$ cat config.mk
export PLATFORM = sky130hd
export DESIGN_NAME = rand_draw_flat
export DESIGN_NICKNAME = d
export VERILOG_FILES = /design/src/rtl/rand_pkg.sv /design/src/rtl/rand_draw_if.sv /design/src/rtl/rand_mask.sv /design/src/rtl/rand_draw.sv /design/src/flat_wrapper.sv
export SDC_FILE = /design/constraint.sdc
export NUM_CORES = 1
export LEC_CHECK = 0
export CAP_MARGIN = 30
export CORE_AREA = 5 5 108 121
export CTS_CLUSTER_DIAMETER = 200
export DETAILED_ROUTE_END_ITERATION = 8
export DIE_AREA = 0 0 113 126
export PLACE_DENSITY = 0.83
export SLEW_MARGIN = 15
export SYNTH_ARGS = -nofsm -noshare
export SYNTH_HDL_FRONTEND = slang
export SYNTH_SLANG_ARGS = --single-unit
$ cat constraint.sdc
create_clock -name clk -period 8.8 [get_ports clk]
set_input_delay 1.76 -clock clk [delete_from_list [all_inputs] [get_ports clk]]
set_output_delay 1.76 -clock clk [all_outputs]
set_load 0.1 [all_outputs]
$ cat src/rtl/rand_pkg.sv
// Shared types and constants for the random-draw consumer.
package rand_pkg;

  // Draw flavour requested by the control logic.
  typedef enum logic {
    MODE_BERN = 1'b0,
    MODE_UNIF = 1'b1
  } mode_e;

  // Draw controller states.
  typedef enum logic [1:0] {
    ST_IDLE = 2'd0,
    ST_MASK = 2'd1,
    ST_WAIT = 2'd2,
    ST_RESP = 2'd3
  } state_e;

  // Width of the per-draw random-word counter; holds up to 15.
  localparam int TRIES_W = 4;

  // Words a uniform draw may consume before it falls back.
  localparam int DEFAULT_MAX_TRIES = 8;

endpackage

$ cat src/rtl/rand_draw_if.sv
// Request/response and random-word bus of the draw block.
// Handshake: a request transfers on a cycle with req_valid && req_ready,
// a response on a cycle with resp_valid && resp_ready; the producer holds
// valid and payload stable until that cycle. rand_valid is a one-cycle
// strobe with no back-pressure.
interface rand_draw_if;
  logic [31:0] rand_in;
  logic        rand_valid;
  logic        req_valid;
  logic        req_ready;
  logic        req_mode;
  logic [31:0] req_arg;
  logic        resp_valid;
  logic        resp_ready;
  logic [31:0] resp_data;
  logic        resp_fallback;
  logic [3:0]  resp_tries;

  // Draw block side.
  modport slave (
    input  rand_in, rand_valid, req_valid, req_mode, req_arg, resp_ready,
    output req_ready, resp_valid, resp_data, resp_fallback, resp_tries
  );

  // Requester / generator side.
  modport master (
    output rand_in, rand_valid, req_valid, req_mode, req_arg, resp_ready,
    input  req_ready, resp_valid, resp_data, resp_fallback, resp_tries
  );
endinterface

$ cat src/rtl/rand_mask.sv
// Smallest all-ones mask covering bound-1, built by smearing the top set
// bit of bound-1 down through every lower position.
module rand_mask (
  input  logic [31:0] bound,
  output logic [31:0] mask
);

  logic [31:0] x;
  logic [31:0] s1;
  logic [31:0] s2;
  logic [31:0] s4;
  logic [31:0] s8;

  // Cascaded shift-OR: after the 16-bit step every bit below the MSB is set.
  always_comb begin
    x    = bound - 32'd1;
    s1   = x  | (x  >> 1);
    s2   = s1 | (s1 >> 2);
    s4   = s2 | (s2 >> 4);
    s8   = s4 | (s4 >> 8);
    mask = s8 | (s8 >> 16);
  end

endmodule

$ cat src/rtl/rand_draw.sv
// Converts raw 32-bit random words into Bernoulli decisions or unbiased
// uniform integers in [0, N) via mask-and-reject with a bounded retry count.
module rand_draw
  import rand_pkg::*;
#(
  parameter int MAX_TRIES = DEFAULT_MAX_TRIES
) (
  input  logic          clk,
  input  logic          rst,
  rand_draw_if.slave    bus,
  output state_e        dbg_state
);

  localparam logic [TRIES_W-1:0] MAX_T = TRIES_W'(MAX_TRIES);

  state_e               state_q, state_d;
  mode_e                mode_q, mode_d;
  logic [31:0]          arg_q, arg_d;
  logic [31:0]          mask_q, mask_d;
  logic [TRIES_W-1:0]   tries_q, tries_d;
  logic [31:0]          data_q, data_d;
  logic                 fb_q, fb_d;
  logic                 rv_q, rv_d;

  logic [31:0]          smear;
  logic [31:0]          cand;
  logic [TRIES_W-1:0]   tries_inc;

  rand_mask u_mask (
    .bound (arg_q),
    .mask  (smear)
  );

  // Next-state and output-register computation for the draw controller.
  always_comb begin
    state_d   = state_q;
    mode_d    = mode_q;
    arg_d     = arg_q;
    mask_d    = mask_q;
    tries_d   = tries_q;
    data_d    = data_q;
    fb_d      = fb_q;
    rv_d      = rv_q;
    cand      = bus.rand_in & mask_q;
    tries_inc = tries_q + 1'b1;

    unique case (state_q)
      ST_IDLE: begin
        if (bus.req_valid) begin
          mode_d  = mode_e'(bus.req_mode);
          arg_d   = bus.req_arg;
          tries_d = '0;
          data_d  = '0;
          fb_d    = 1'b0;
          if (mode_e'(bus.req_mode) == MODE_UNIF) begin
            // N of 0 or 1 has only one possible answer: 0, no words needed.
            if (bus.req_arg <= 32'd1) begin
              state_d = ST_RESP;
              rv_d    = 1'b1;
            end else begin
              state_d = ST_MASK;
            end
          end else begin
            state_d = ST_WAIT;
          end
        end
      end

      ST_MASK: begin
        mask_d  = smear;
        state_d = ST_WAIT;
      end

      ST_WAIT: begin
        if (bus.rand_valid) begin
          tries_d = tries_inc;
          if (mode_q == MODE_BERN) begin
            data_d  = {31'd0, (bus.rand_in < arg_q)};
            state_d = ST_RESP;
            rv_d    = 1'b1;
          end else if (cand < arg_q) begin
            data_d  = cand;
            state_d = ST_RESP;
            rv_d    = 1'b1;
          end else if (tries_inc == MAX_T) begin
            // Dropping the top mask bit always lands below N (slightly biased).
            data_d  = cand & (mask_q >> 1);
            fb_d    = 1'b1;
            state_d = ST_RESP;
            rv_d    = 1'b1;
          end
        end
      end

      ST_RESP: begin
        if (bus.resp_ready) begin
          state_d = ST_IDLE;
          rv_d    = 1'b0;
        end
      end

      default: state_d = ST_IDLE;
    endcase
  end

  // State and output registers; reset discards any in-flight draw.
  always_ff @(posedge clk) begin
    if (rst) begin
      state_q <= ST_IDLE;
      mode_q  <= MODE_BERN;
      arg_q   <= '0;
      mask_q  <= '0;
      tries_q <= '0;
      data_q  <= '0;
      fb_q    <= 1'b0;
      rv_q    <= 1'b0;
    end else begin
      state_q <= state_d;
      mode_q  <= mode_d;
      arg_q   <= arg_d;
      mask_q  <= mask_d;
      tries_q <= tries_d;
      data_q  <= data_d;
      fb_q    <= fb_d;
      rv_q    <= rv_d;
    end
  end

  assign bus.req_ready     = (state_q == ST_IDLE);
  assign bus.resp_valid    = rv_q;
  assign bus.resp_data     = data_q;
  assign bus.resp_fallback = fb_q;
  assign bus.resp_tries    = tries_q;
  assign dbg_state         = state_q;

endmodule

$ cat src/flat_wrapper.sv
// flat-port wrapper written by rule: the top's interface ports become plain ports
module rand_draw_flat import rand_pkg::*;
#(
  parameter int MAX_TRIES = DEFAULT_MAX_TRIES
)
  (clk, rst, dbg_state, bus_rand_in, bus_rand_valid, bus_req_valid, bus_req_mode, bus_req_arg, bus_resp_ready, bus_req_ready, bus_resp_valid, bus_resp_data, bus_resp_fallback, bus_resp_tries);
  rand_draw_if bus_i ();
  input  logic clk;
  input  logic rst;
  output state_e dbg_state;
  input wire logic [$bits(bus_i.rand_in)-1:0] bus_rand_in;
  input wire logic [$bits(bus_i.rand_valid)-1:0] bus_rand_valid;
  input wire logic [$bits(bus_i.req_valid)-1:0] bus_req_valid;
  input wire logic [$bits(bus_i.req_mode)-1:0] bus_req_mode;
  input wire logic [$bits(bus_i.req_arg)-1:0] bus_req_arg;
  input wire logic [$bits(bus_i.resp_ready)-1:0] bus_resp_ready;
  output wire logic [$bits(bus_i.req_ready)-1:0] bus_req_ready;
  output wire logic [$bits(bus_i.resp_valid)-1:0] bus_resp_valid;
  output wire logic [$bits(bus_i.resp_data)-1:0] bus_resp_data;
  output wire logic [$bits(bus_i.resp_fallback)-1:0] bus_resp_fallback;
  output wire logic [$bits(bus_i.resp_tries)-1:0] bus_resp_tries;
  assign bus_i.rand_in = bus_rand_in;
  assign bus_i.rand_valid = bus_rand_valid;
  assign bus_i.req_valid = bus_req_valid;
  assign bus_i.req_mode = bus_req_mode;
  assign bus_i.req_arg = bus_req_arg;
  assign bus_i.resp_ready = bus_resp_ready;
  assign bus_req_ready = bus_i.req_ready;
  assign bus_resp_valid = bus_i.resp_valid;
  assign bus_resp_data = bus_i.resp_data;
  assign bus_resp_fallback = bus_i.resp_fallback;
  assign bus_resp_tries = bus_i.resp_tries;
  rand_draw #(.MAX_TRIES(MAX_TRIES)) u_core (.clk(clk), .rst(rst), .bus(bus_i), .dbg_state(dbg_state));
endmodule
* Yosys cells after proc, flatten, opt, wreduce, memory -nomap -nowiden
Index checks and enable logic that the tools add are counted.
** Storage, ports and cells
- Bits in registers :: 105
- Input bits :: 70
- Output and inout port bits :: 41
** Operators by class
- Add/sub/neg operators :: 2
- $lt $le $gt $ge :: 3
- Equal/unequal tests :: 13
- Muxes and demuxes :: 32
- Bitwise operators :: 7
- Reductions and logical operators :: 9
** Operators with widths (number)
- 2-to-1 mux 32 bit :: 5
- less-than comparator 32 bit :: 2
- case mux 32 bit (2 select lines) :: 1
- bitwise AND 32 x 31 -> 32 bit :: 1
- bitwise AND 32 bit :: 1
- <= comparator 32 x 1 -> 1 bit, second input constant :: 1
- OR 32 x 16 -> 32 bit :: 1
- OR 32 x 24 -> 32 bit :: 1
- OR 32 x 28 -> 32 bit :: 1
- OR 32 x 30 -> 32 bit :: 1
- OR 32 x 31 -> 32 bit :: 1
- subtractor 32 x 1 -> 32 bit, second input constant :: 1
- 2-to-1 mux 2 bit :: 8
- 2-to-1 mux 1 bit :: 12
- != test 2 bit, second input constant :: 5
- 2-to-1 mux 4 bit :: 2
- case mux 2 bit (4 select lines) :: 1
- case mux 4 bit (2 select lines) :: 1
- AND reduction 4 bit :: 2
- AND reduction 7 bit :: 1
- != test 2 x 1 -> 1 bit, second input constant :: 3
- AND reduction 6 bit :: 1
- adder 4 x 1 -> 4 bit, second input constant :: 1
- equality test 2 bit, second input constant :: 2
- other kinds (10) :: 10

* Logic depth before layout (Yosys ltp)
- Word-level depth :: 7
- Mapped depth :: 11
- Gate-level depth less buffers :: 9

* Cells and area by module
From an unflattened synthesis, not the netlist that was laid out.
** Second synthesis, totals
- Cell total of the unflattened synthesis :: 857
- Area, all modules :: 7049.3 µm²
** By module, submodules not included
- rand_draw :: times used 1, cells each 650, area an instance 5738.0 µm², seq. area each 2102.0 µm²
- rand_mask :: times used 1, cells each 207, area an instance 1311.3 µm², seq. area each 0.0 µm²

* Worst setup path before layout
Ideal clock, no wire load.
- Path type :: in2reg
- From :: in bus_rand_in[2]
- To :: reg u_core.data_q[10] (netlist: u_core.bus.resp_data[10])
- Arrival time :: 4.146 ns
- Path slack :: 4.590 ns
- Stages on the path :: 10
- Path buffers :: 1
- Cell sequence :: and2_1 > ha_1 > and3_1 > a221oi_1 > a211o_1 > a2111oi_0 > o21ai_1 > a21oi_1 > clkbuf_1 > a32o_1
** On the way
- Longest elaborated chain between the ends :: 6
- Elaborated cells between the ends (all ways) :: 8
- Those cells by class :: order compare: 1; eq/ne: 1; mux: 4; bitwise: 1; reduce/logical: 1
** RTL lines
- start: declaration :: RTL line flat_wrapper.sv:11 : input wire logic [$bits(bus_i.rand_in)-1:0] bus_rand_in;
- bitwise AND 32 bit * :: RTL line rand_draw.sv:44 : cand = bus.rand_in & mask_q;
- less-than comparator 32 bit * :: RTL line rand_draw.sv:81 : end else if (cand < arg_q) begin
- 2-to-1 mux 32 bit :: RTL line rand_draw.sv:81
- 2-to-1 mux 32 bit :: RTL line rand_draw.sv:77 : if (mode_q == MODE_BERN) begin
- 2-to-1 mux 32 bit :: RTL line rand_draw.sv:75 : if (bus.rand_valid) begin
- case mux 32 bit (2 select lines) :: RTL line rand_draw.sv:47 : unique case (state_q)
- end signal: assignment :: RTL line rand_draw.sv:123 : data_q <= data_d;
- end: declaration :: RTL line rand_draw.sv:21 : logic [31:0] data_q, data_d;
Every way passes the cells marked *; elsewhere a longest branch is shown, timed or not. The select of a mux whose other input is x is not followed.
A chain may end at the register's enable or synchronous reset.

* Worst setup path after layout
- From :: in bus_rand_in[2]
- To :: reg u_core.data_q[13] (netlist: u_core.bus.resp_data[13])
The elaborated chain is that of the path after synthesis.

==> results.toml <==
[critical_path]
startpoint_type = "input port"
worst_ep_required_time_ns = 9.03
crit_type = "input port to register"
worstPathCellList = "clkdlybuf4s50_1 -> and2_1 -> ha_1 -> a21o_1 -> a221oi_1 -> a211o_1 -> a2111oi_0 -> dlymetal6s2s_1 -> o21ai_1 -> a21oi_2 -> buf_4 -> a32o_1"
r2r_end = "u_core.mask_q[4]"
r2r_slack_ns = 5.22
worstPathArrival_ns = 5.04
crit_slowest_cell = "o21ai_1"
crit_path_end_kind = "register"
cp_max_fo = 30
r2r_cells = 9
critPathMaxStageDelay_ns = 0.53
r2r_start = "u_core.arg_q[1]"

[yosys]
synth_cells = 820
synth-seq-area-share_pct = 31.2
synth_edf_count = 0
synth_top_area_share_pct = 31.2
syn_avg_cell_area_um2 = 8.22
async_flop_share_pct = 0
synth.ff_latch_count = 105
synth_most_common_cell = "dfxtp_1"
synth_common_cells = "dfxtp_1, nand2_1, ha_1"
synth_area_um2 = 6740
synth_area_leaders = "dfxtp_1, ha_1, nand2_1, a21oi_1, a32o_1"
ys.flop_type = "dfxtp_1"
yosysWarnings = 0
synthDistinctLibCells = 68
synth_top_area_cell = "dfxtp_1"
synthesis.nets = 960

[clocking]
cts-root-buf = "clkbuf_16"
cts_sinks = 105
cts_htree_levels = 3
cts_setup_buffers = 0
clock_latency_ns = 0.35
cts_made_buffers = 9
cts_tree = "done"
clock_path_buffers = 2
clk_pin_slew_worst_paths_ns = 0.07
holdBufCountCts = 0
post_cts_resized = 0

[timing]
finalSetupViolCount = 0
period_minus_slack_ns = 4.81
rsz0062_at_grt = "false"
clock_skew_ns = 0.0113
slew_headroom_pct = 33.8
setup-tns-final_ns = 0
slew_violations = 0
fmaxAchievable_mhz = 208
final_hold_viol_count = 0
worst_pin_slew_ns = 0.990
period_share_pct = 54.7

[detailed_routing]
vias_per_cell = 6.26
drc_errors = 0
drt_first_iter_violations = 491
wl_per_cell_um = 18.4
antenna_left = 0
drt_first_pass_iters = 5
vias = 6697
routed_wl_mm = 19.7

[hold_path]
min_path_type = "register to register"
min_to = "u_core.bus.resp_fallback"
min_from = "u_core.bus.resp_fallback"
worstHoldPathCells = 1

[layout]
drive_above_1_share_pct = 7.97
diodes = 0
nFillCells = 961
area_growth_syn_to_layout_pct = 22.7
final_cell_area_um2 = 8260
layout.nets = 1051

[grt]
grt_overflow = 0
grt_max_degree = 82
grt_pass1_vias = 6439
antenna_found_initial = 0
grt_pass1_wl_mm = 31.7
grt.total_usage_pct = 26.9

[pwr]
ir_drop_mv = 0.246
p_leak_nw = 3.18
p_per_area_nw_per_um2 = 285

[floorplanning]
die_x_um = 113
fp.dieH_um = 126
coreArea_um2 = 11700
num_io_pins = 111
start_util_pct = 57.5
dieArea_um2 = 14200
rows = 42

[placement]
dpl_cell_area_um2 = 7950
place_hpwl_mm = 15.5
port_buffers = 110
gp_congestion = 0.914

[status]
outcome = "finished, final reports clean"

[job]
cap_violations = 0
==> sequential cells by signal, summed over array words and instances, names as in the netlist <==
register	cells
u_core.dbg_state	2
u_core.arg_q	32
u_core.mask_q	32
u_core.bus.resp_tries	4
u_core.bus.resp_fallback	1
u_core.bus.resp_valid	1
u_core.mode_q	1
u_core.bus.resp_data	32
==> worst max path at each step <==
stage | start | to | slack, ns | depth (start not counted)
detailed placement | bus_rand_in[3] | u_core.bus.resp_data[2] | 3.43 | 11
global placement | bus_rand_in[2] | u_core.bus.resp_data[0] | 3.60 | 10
finish | bus_rand_in[2] | u_core.bus.resp_data[13] | 3.99 | 12
global route | bus_rand_in[2] | u_core.bus.resp_data[14] | 3.94 | 12
CTS | bus_rand_in[2] | u_core.bus.resp_data[13] | 3.78 | 11
floorplan | bus_rand_in[2] | u_core.bus.resp_data[10] | 4.59 | 10
==> metal layers <==
layer	GRT usage, %	wire length (um)	vias to the layer above
met5	0	0	-
met4	9.34	427	0
met3	3.84	1140	32
met2	45.2	9580	228
met1	35.3	8530	3236
li1	-	-	3201
==> metrics by stage <==
step / setup WS (ns) / total power [mW] / hold slack (ns) / instances / utilization [%]
2_1_floorplan: 4.59 / 1.60 / 0.444 / 820 / -
3_3_place_gp: 3.60 / 1.88 / 0.451 / 1049 / 67.5
3_5_place_dp: 3.43 / 1.94 / 0.457 / 1052 / 67.8
4_1_cts: 3.78 / 2.35 / 0.474 / 1068 / 70.3
5_1_grt: 3.94 / 2.52 / 0.498 / 1070 / 70.5
6_report: 3.99 / 2.36 / 0.469 / 1070 / 70.5
==> area by class of cell <==
class	instances	area [um2]	share of cell area, %
clock buffer	12	236	2.86
clock inverter	4	53.8	0.651
inverter	41	154	1.86
multi-input combinational	634	4330	52.4
sequential	105	2100	25.4
tap	154	193	2.33
timing repair buffer	120	1190	14.4
==> report_power, final <==
| part | total (mW) | internal, mW | switching [mW] |
|---|---|---|---|
| Sequential | 0.660 | 0.563 | 0.0968 |
| Combinational | 1.30 | 0.515 | 0.787 |
| Clock | 0.397 | 0.222 | 0.175 |
| Total | 2.36 | 1.30 | 1.06 |
==> cells by family (layout without fill, tap and decap cells) <==
| family | Yosys count | in the layout | share of synthesized area (%) |
|---|---|---|---|
| simple gates | 332 | 332 | 26.1 |
| compound gates | 211 | 211 | 22.2 |
| flops | 105 | 105 | 31.2 |
| buf+inv | 81 | 177 | 4.68 |
| fa+ha+maj | 70 | 70 | 13.0 |
| xor+xnor | 17 | 17 | 2.21 |
| mux | 4 | 4 | 0.631 |
==> critical path, delay by kind of cell <==
family,cells,cell delay (ns)
buf+inv,3,0.90
simple gates,1,0.18
fa+ha+maj,1,0.30
compound gates,7,1.87
==> cells in the final DEF, fill, tap and decap left out, types with 3 or more instances in the layout <==
cell / synthesis / routed
o21ai_0: 17 / 17
buf_4: 0 / 5
a32o_1: 30 / 30
xnor2_1: 17 / 17
a21o_1: 9 / 9
inv_1: 41 / 41
nand2b_1: 5 / 5
nand3_1: 13 / 13
o211ai_1: 3 / 3
o22ai_1: 3 / 3
o21bai_1: 15 / 15
clkbuf_16: 0 / 9
a31oi_1: 19 / 19
a21oi_1: 63 / 62
o31ai_1: 3 / 3
a211oi_1: 14 / 14
dfxtp_1: 105 / 105
or3_1: 9 / 9
and2_1: 38 / 38
nand2_1: 93 / 93
or4_1: 3 / 3
o41ai_1: 4 / 4
a221o_1: 3 / 3
or2_2: 32 / 32
clkdlybuf4s50_1: 0 / 109
clkbuf_1: 35 / 3
ha_1: 70 / 70
nor2_1: 53 / 52
nor2b_1: 3 / 3
nor4_1: 20 / 20
and4_1: 3 / 3
a311oi_1: 3 / 3
o21a_1: 3 / 3
nand4_1: 14 / 14
nor3_1: 29 / 29
Power figures use the tool's default switching activity.
